## src/rtl/uart_alu_pkg.sv

```systemverilog
// Shared types and constants for the UART-driven ALU command sequencer.
package uart_alu_pkg;

    typedef enum logic [2:0] {
        IDLE      = 3'd0,
        GET_B     = 3'd1,
        GET_OP    = 3'd2,
        EXEC      = 3'd3,
        SEND_RES  = 3'd4,
        WAIT_RES  = 3'd5,
        SEND_STAT = 3'd6,
        WAIT_STAT = 3'd7
    } state_t;

    localparam logic [5:0] OP_ADD = 6'h20;
    localparam logic [5:0] OP_SUB = 6'h22;
    localparam logic [5:0] OP_AND = 6'h24;
    localparam logic [5:0] OP_OR  = 6'h25;
    localparam logic [5:0] OP_XOR = 6'h26;
    localparam logic [5:0] OP_NOR = 6'h27;
    localparam logic [5:0] OP_SRL = 6'h02;
    localparam logic [5:0] OP_SRA = 6'h03;

    localparam int unsigned STATUS_INVALID_BIT = 7;
    localparam int unsigned STATUS_CARRY_BIT   = 1;
    localparam int unsigned STATUS_ZERO_BIT    = 0;
    localparam logic [7:0]  STATUS_INVALID     = 8'h80;

    // The two high bits of the opcode byte are reserved and must be zero.
    function automatic logic is_valid_op(input logic [7:0] op_byte);
        if (op_byte[7:6] != 2'b00) begin
            return 1'b0;
        end
        case (op_byte[5:0])
            OP_ADD, OP_SUB, OP_AND, OP_OR,
            OP_XOR, OP_NOR, OP_SRL, OP_SRA: return 1'b1;
            default:                        return 1'b0;
        endcase
    endfunction

endpackage

```

## src/rtl/uart_alu_sequencer_timer.sv

```systemverilog
// Inter-byte watchdog: counts enabled cycles since the last clear.
module inter_byte_timer #(
    parameter int unsigned TIMEOUT_CYCLES = 1_000_000
) (
    input  logic i_clk,
    input  logic i_rst,
    input  logic i_clear,
    input  logic i_en,
    output logic o_expired
);

    localparam int unsigned CNT_W = $clog2(TIMEOUT_CYCLES);

    logic [CNT_W-1:0] cnt_q;
    logic [CNT_W-1:0] cnt_d;

    always_comb begin
        cnt_d = cnt_q;
        if (i_clear) begin
            cnt_d = '0;
        end else if (i_en) begin
            cnt_d = cnt_q + CNT_W'(1);
        end
    end

    always_ff @(posedge i_clk or posedge i_rst) begin
        if (i_rst) begin
            cnt_q <= '0;
        end else begin
            cnt_q <= cnt_d;
        end
    end

    assign o_expired = i_en && (cnt_q == CNT_W'(TIMEOUT_CYCLES - 1));

endmodule

```

## src/rtl/uart_alu_sequencer.sv

```systemverilog
// Collects A/B/opcode bytes from UART RX, runs the external ALU, and returns
// result and status bytes through UART TX.
module uart_alu_sequencer
    import uart_alu_pkg::*;
#(
    parameter int unsigned NB_DATA        = 8,
    parameter int unsigned NB_OP          = 6,
    parameter int unsigned TIMEOUT_CYCLES = 1_000_000
) (
    input  logic               i_clk,
    input  logic               i_rst,
    input  logic               i_rx_done_tick,
    input  logic [NB_DATA-1:0] i_rx_data,
    input  logic               i_tx_done_tick,
    output logic               o_tx_start,
    output logic [NB_DATA-1:0] o_tx_data,
    output logic [NB_DATA-1:0] o_alu_a,
    output logic [NB_DATA-1:0] o_alu_b,
    output logic [NB_OP-1:0]   o_alu_op,
    input  logic [NB_DATA-1:0] i_alu_result,
    input  logic               i_alu_zero,
    input  logic               i_alu_carry,
    output logic               o_busy,
    output logic               o_err
);

    state_t             state_q, state_d;
    logic [NB_DATA-1:0] alu_a_q, alu_a_d;
    logic [NB_DATA-1:0] alu_b_q, alu_b_d;
    logic [NB_OP-1:0]   alu_op_q, alu_op_d;
    logic               valid_q, valid_d;
    logic [NB_DATA-1:0] result_q, result_d;
    logic [NB_DATA-1:0] status_q, status_d;
    logic               tx_start_q, tx_start_d;
    logic [NB_DATA-1:0] tx_data_q, tx_data_d;
    logic               busy_q, busy_d;
    logic               err_q, err_d;

    logic               rx_accept;
    logic               timer_en;
    logic               timer_expired;

    assign timer_en = (state_q == GET_B) || (state_q == GET_OP);

    inter_byte_timer #(
        .TIMEOUT_CYCLES(TIMEOUT_CYCLES)
    ) u_timer (
        .i_clk    (i_clk),
        .i_rst    (i_rst),
        .i_clear  (rx_accept || err_d),
        .i_en     (timer_en),
        .o_expired(timer_expired)
    );

    // Outputs are registered, so tx_start/tx_data are computed one state early.
    always_comb begin
        state_d    = state_q;
        alu_a_d    = alu_a_q;
        alu_b_d    = alu_b_q;
        alu_op_d   = alu_op_q;
        valid_d    = valid_q;
        result_d   = result_q;
        status_d   = status_q;
        tx_start_d = 1'b0;
        tx_data_d  = tx_data_q;
        err_d      = 1'b0;
        rx_accept  = 1'b0;

        case (state_q)
            IDLE: begin
                if (i_rx_done_tick) begin
                    alu_a_d   = i_rx_data;
                    rx_accept = 1'b1;
                    state_d   = GET_B;
                end
            end
            GET_B: begin
                if (i_rx_done_tick) begin
                    alu_b_d   = i_rx_data;
                    rx_accept = 1'b1;
                    state_d   = GET_OP;
                end else if (timer_expired) begin
                    err_d   = 1'b1;
                    state_d = IDLE;
                end
            end
            GET_OP: begin
                if (i_rx_done_tick) begin
                    alu_op_d  = i_rx_data[NB_OP-1:0];
                    valid_d   = is_valid_op(8'(i_rx_data));
                    rx_accept = 1'b1;
                    state_d   = EXEC;
                end else if (timer_expired) begin
                    err_d   = 1'b1;
                    state_d = IDLE;
                end
            end
            EXEC: begin
                if (valid_q) begin
                    result_d                   = i_alu_result;
                    status_d                   = '0;
                    status_d[STATUS_CARRY_BIT] = i_alu_carry;
                    status_d[STATUS_ZERO_BIT]  = i_alu_zero;
                end else begin
                    result_d = '0;
                    status_d = NB_DATA'(STATUS_INVALID);
                end
                tx_start_d = 1'b1;
                tx_data_d  = result_d;
                state_d    = SEND_RES;
            end
            SEND_RES: begin
                state_d = WAIT_RES;
            end
            WAIT_RES: begin
                if (i_tx_done_tick) begin
                    tx_start_d = 1'b1;
                    tx_data_d  = status_q;
                    state_d    = SEND_STAT;
                end
            end
            SEND_STAT: begin
                state_d = WAIT_STAT;
            end
            WAIT_STAT: begin
                if (i_tx_done_tick) begin
                    state_d = IDLE;
                end
            end
            default: begin
                state_d = IDLE;
            end
        endcase

        busy_d = (state_d != IDLE);
    end

    always_ff @(posedge i_clk or posedge i_rst) begin
        if (i_rst) begin
            state_q    <= IDLE;
            alu_a_q    <= '0;
            alu_b_q    <= '0;
            alu_op_q   <= '0;
            valid_q    <= 1'b0;
            result_q   <= '0;
            status_q   <= '0;
            tx_start_q <= 1'b0;
            tx_data_q  <= '0;
            busy_q     <= 1'b0;
            err_q      <= 1'b0;
        end else begin
            state_q    <= state_d;
            alu_a_q    <= alu_a_d;
            alu_b_q    <= alu_b_d;
            alu_op_q   <= alu_op_d;
            valid_q    <= valid_d;
            result_q   <= result_d;
            status_q   <= status_d;
            tx_start_q <= tx_start_d;
            tx_data_q  <= tx_data_d;
            busy_q     <= busy_d;
            err_q      <= err_d;
        end
    end

    assign o_tx_start = tx_start_q;
    assign o_tx_data  = tx_data_q;
    assign o_alu_a    = alu_a_q;
    assign o_alu_b    = alu_b_q;
    assign o_alu_op   = alu_op_q;
    assign o_busy     = busy_q;
    assign o_err      = err_q;

endmodule
```

## config.mk

```make
export PLATFORM = sky130hd
export DESIGN_NAME = uart_alu_sequencer
export DESIGN_NICKNAME = d
export VERILOG_FILES = /design/src/rtl/uart_alu_pkg.sv /design/src/rtl/uart_alu_sequencer_timer.sv /design/src/rtl/uart_alu_sequencer.sv
export SDC_FILE = /design/constraint.sdc
export NUM_CORES = 1
export LEC_CHECK = 0
export ABC_AREA = 1
export CORE_ASPECT_RATIO = 0.5
export CORE_UTILIZATION = 40
export DETAILED_ROUTE_END_ITERATION = 10
export SYNTH_ARGS = -nofsm -noshare
export SYNTH_HDL_FRONTEND = slang
export SYNTH_HIERARCHICAL = 1
export SYNTH_SLANG_ARGS = --single-unit
```

## constraint.sdc

```tcl
create_clock -name i_clk -period 2.95 [get_ports i_clk]
set_clock_uncertainty 0.05 [all_clocks]
set_input_delay 0.7375 -clock i_clk [delete_from_list [all_inputs] [get_ports i_clk]]
set_output_delay 0.7375 -clock i_clk [all_outputs]
set_load 0.02 [all_outputs]
```

==> flow_summary_export.csv <==
group,metric,value,unit
worst_setup_path,crit_path_top_delay_cell,"dfrtp_1",
die,die_x,125,um
synthesis,synthTopCellsByCount,"nand2_1, dfrtp_1, inv_1",
final_layout,final_util,54.7,%
drt,wl_per_cell,12.8,um
sta,max_slew_margin,49.0,%
synthesis,synthTopCellsByArea,"dfrtp_1, nand2_1, inv_1",
power_and_ir_drop,powerDensity,944,nW/um^2
worst_setup_path,cp_top_family,"simple AND/OR/NAND/NOR gates",
final_layout,syn2layout_area_growth,32.0,%
global_routing,antenna_found_initial,0,
synthesis,ys.flop_type,"dfrtp_1",
synthesis,synthArstFlopShare,100,%
clock_tree,worstSkewPairLatency,0.33,ns
placed_design,placed_area,3690,sq um
global_routing,grt_util_met2,31.6,%
drt,via_per_inst,4.73,
final_layout,antennaDiodeCount,0,
min_path,hp-class,"flip-flop to flip-flop",
sta,max_freq,370,MHz
global_routing,grt.busiest_layer,"met2",
drt,wl,6790,um
clock_tree,cts_tree,"built",
drt,route.detailed.drc,0,
die,core,7350,sq um
worst_setup_path,end_kind,"flip-flop",
global_routing,grt_overflow,0,
sta,min_period_over_period,91.7,%
clock_tree,cts_max_path_buffers,2,
synthesis,yosysTopAreaCell,"dfrtp_1",
synthesis,synth_nets,387,
clock_tree,clock_sinks,60,
final_layout,drive_gt1_share,14.3,%
final_layout,fin_area,4020,sq um
synthesis,synthDistinctLibCells,32,
placed_design,hpwl,4970,um
worst_setup_path,critPathMaxFanout,8,
global_routing,grt_pass1_vias,2548,
global_routing,grtUsageTotal,19.3,%
die,die_area,7980,sq um
sta,slew_viol_final,0,
final_layout,multi_input_comb_area,1280,sq um
die,die_y,63.7,um
drt,firstDrtPassIters,5,
synthesis,synth-seq-area-share,49.3,%
synthesis,synth_top_area_share,49.3,%
worst_setup_path,crit_top_cell,"nor2_1",
synthesis,synthCells,364,
power_and_ir_drop,leakagePower,1.89,nW
global_routing,grt_max_degree,41,
final_layout,seq_area,1500,sq um
drt,vias,2512,
worst_setup_path,crit_buf_inv,2,
final_layout,nFillCells,688,
synthesis,synth_edf_count,0,
clock_tree,htreeDepth,3,
clock_tree,cts_root_buffer,"clkbuf_16",
worst_setup_path,worstPathCellList,"inv_2, nand2_4, nor2_1, inv_1, nand2_2, nand4_1, nor2_1, nand3_1, nor2_1, nor2_1, a21oi_2, nor2_4, nor2_4, nand2_2, nor3b_1, nor2_1",
worst_setup_path,worstSetupPathType,"flip-flop to flip-flop",
sta,hold_viol_final,0,
synthesis,ys_warn_count,6,
clock_tree,cts_hold_buf,0,
clock_tree,path_clk_slew,0.05,ns
worst_setup_path,crit_path_max_incr_delay,0.47,ns
final_layout,finalNetCount,453,
worst_setup_path,start_kind,"flip-flop",
synthesis,synth_area,3040,sq um
global_routing,grt_pass1_wl,11800,um
synthesis,ys_ff_latch,60,
worst_setup_path,required,3.10,ns
worst_setup_path,arrival,2.86,ns
job,max-cap-violations,0,
final_layout,instances_no_fill,531,
synthesis,synth.avg_cell_area,8.36,sq um
outcome,status,"complete, no violations",
power_and_ir_drop,totalPowerFinal,3.79,mW
placed_design,place_inst,514,
sta,setup_viol,0,
die,ioPinCount,55,
clock_tree,cts_made_buffers,9,
die,start_util,41.4,%
drt,drt_iter0_drc,151,
sta,final.min_clock_period,2.71,ns
sta,worst_pin_slew,0.764,ns
power_and_ir_drop,ir_drop,0.000580,V
synthesis,yosysMostFrequentCell,"nand2_1",
global_routing,grtUsageMet3,7.22,%
placed_design,gp_congestion,0.892,
placed_design,port_buffers,54,
die,fp-row-count,22,
global_routing,grtUsageMet1,23.1,%
drt,postRouteAntennaNets,0,
-- per-layer routing --
layer  part of all wire, %  routed length (um)
met1                    45                3080
met2                    47                3200
met3                   5.9                 402
met4                   1.6                 112
met5                     0                   0
-- path summary, 6_finish.rpt --
path | start | to | slack, ns | cells past startpoint
max | state_q[2]$_DFF_PP0_ | u_timer/cnt_q[12]$_DFFE_PP0P_ | 0.24 | 16
min | o_tx_data[4]$_DFFE_PP0P_ | o_tx_data[4]$_DFFE_PP0P_ | 0.43 | 2
max reg2reg | state_q[2]$_DFF_PP0_ | u_timer/cnt_q[12]$_DFFE_PP0P_ | 0.24 | 16
min reg2reg | o_tx_data[4]$_DFFE_PP0P_ | o_tx_data[4]$_DFFE_PP0P_ | 0.43 | 2
max in group asynchronous | i_rst | u_timer/cnt_q[4]$_DFFE_PP0P_ | 1.53 | 2
min in group asynchronous | i_rst | o_alu_a[6]$_DFFE_PP0P_ | 0.82 | 3
-- tightest hold or removal path, stage by stage (launching register included) --
cell and delay (ns):
dfrtp_1 0.34, nand2_1 0.06, nand2_1 0.05
-- cell usage in the layout, fill, tap and decap left out, drive strengths merged --
cell           count
a21oi             11
buf                7
bufinv             2
clkbuf            12
clkdlybuf4s50     54
clkinv             3
clkinvlp           1
dfrtp             60
ha                 1
inv               46
nand2            104
nand3             32
nand4              7
nor2              51
nor3               3
nor3b              1
nor4               2
o21ai             31
o21bai             4
o22ai              2
xnor2              1
-- where the power goes --
group	internal [mW]	total, mW	switching (mW)	leakage (nW)
logic	0.588	1.39	0.801	0.947
clock network	0.760	1.11	0.353	0.153
registers	1.08	1.29	0.208	0.787
total	2.43	3.79	1.36	1.89
-- sequential cells by signal (all words and copies together), names as in the netlist, 3 cells and up --
name	count
status_q	3
state_q	3
o_tx_data	8
u_timer/cnt_q	20
o_alu_op	6
o_alu_b	8
o_alu_a	8
-- through the flow --
| step | hold WS [ns] | setup slack, ns | setup TNS (ns) |
|---|---|---|---|
| 6_report | 0.432 | 0.244 | 0 |
| 5_1_grt | 0.458 | -0.000464 | -0.000464 |
| 2_1_floorplan | 0.404 | 0.587 | 0 |
| 3_5_place_dp | 0.416 | 0.205 | 0 |
| 3_3_place_gp | 0.413 | 0.370 | 0 |
| 4_1_cts | 0.437 | 0.177 | 0 |
-- cell families after synthesis --
family / Yosys count / share of synthesized area (%)
compound gates: 48 / 10.2
xor+xnor: 1 / 0.288
fa+ha+maj: 1 / 0.411
buf+inv: 54 / 8.55
flops: 60 / 49.3
simple gates: 200 / 31.2
-- cell type report --
type	count	area share (%)
clock buffer	12	6.14
clock inverter	4	1.81
inverter	48	4.98
multi-input combinational	250	32.0
sequential	60	37.4
tap	96	2.99
timing repair buffer	61	14.8
-- what timing repair did --
action,in CTS,in global routing
setup buffers,0,1
resized for setup,0,1
setup endpoints to repair,0,7
Note: power is estimated with default switching activity, not from simulation.
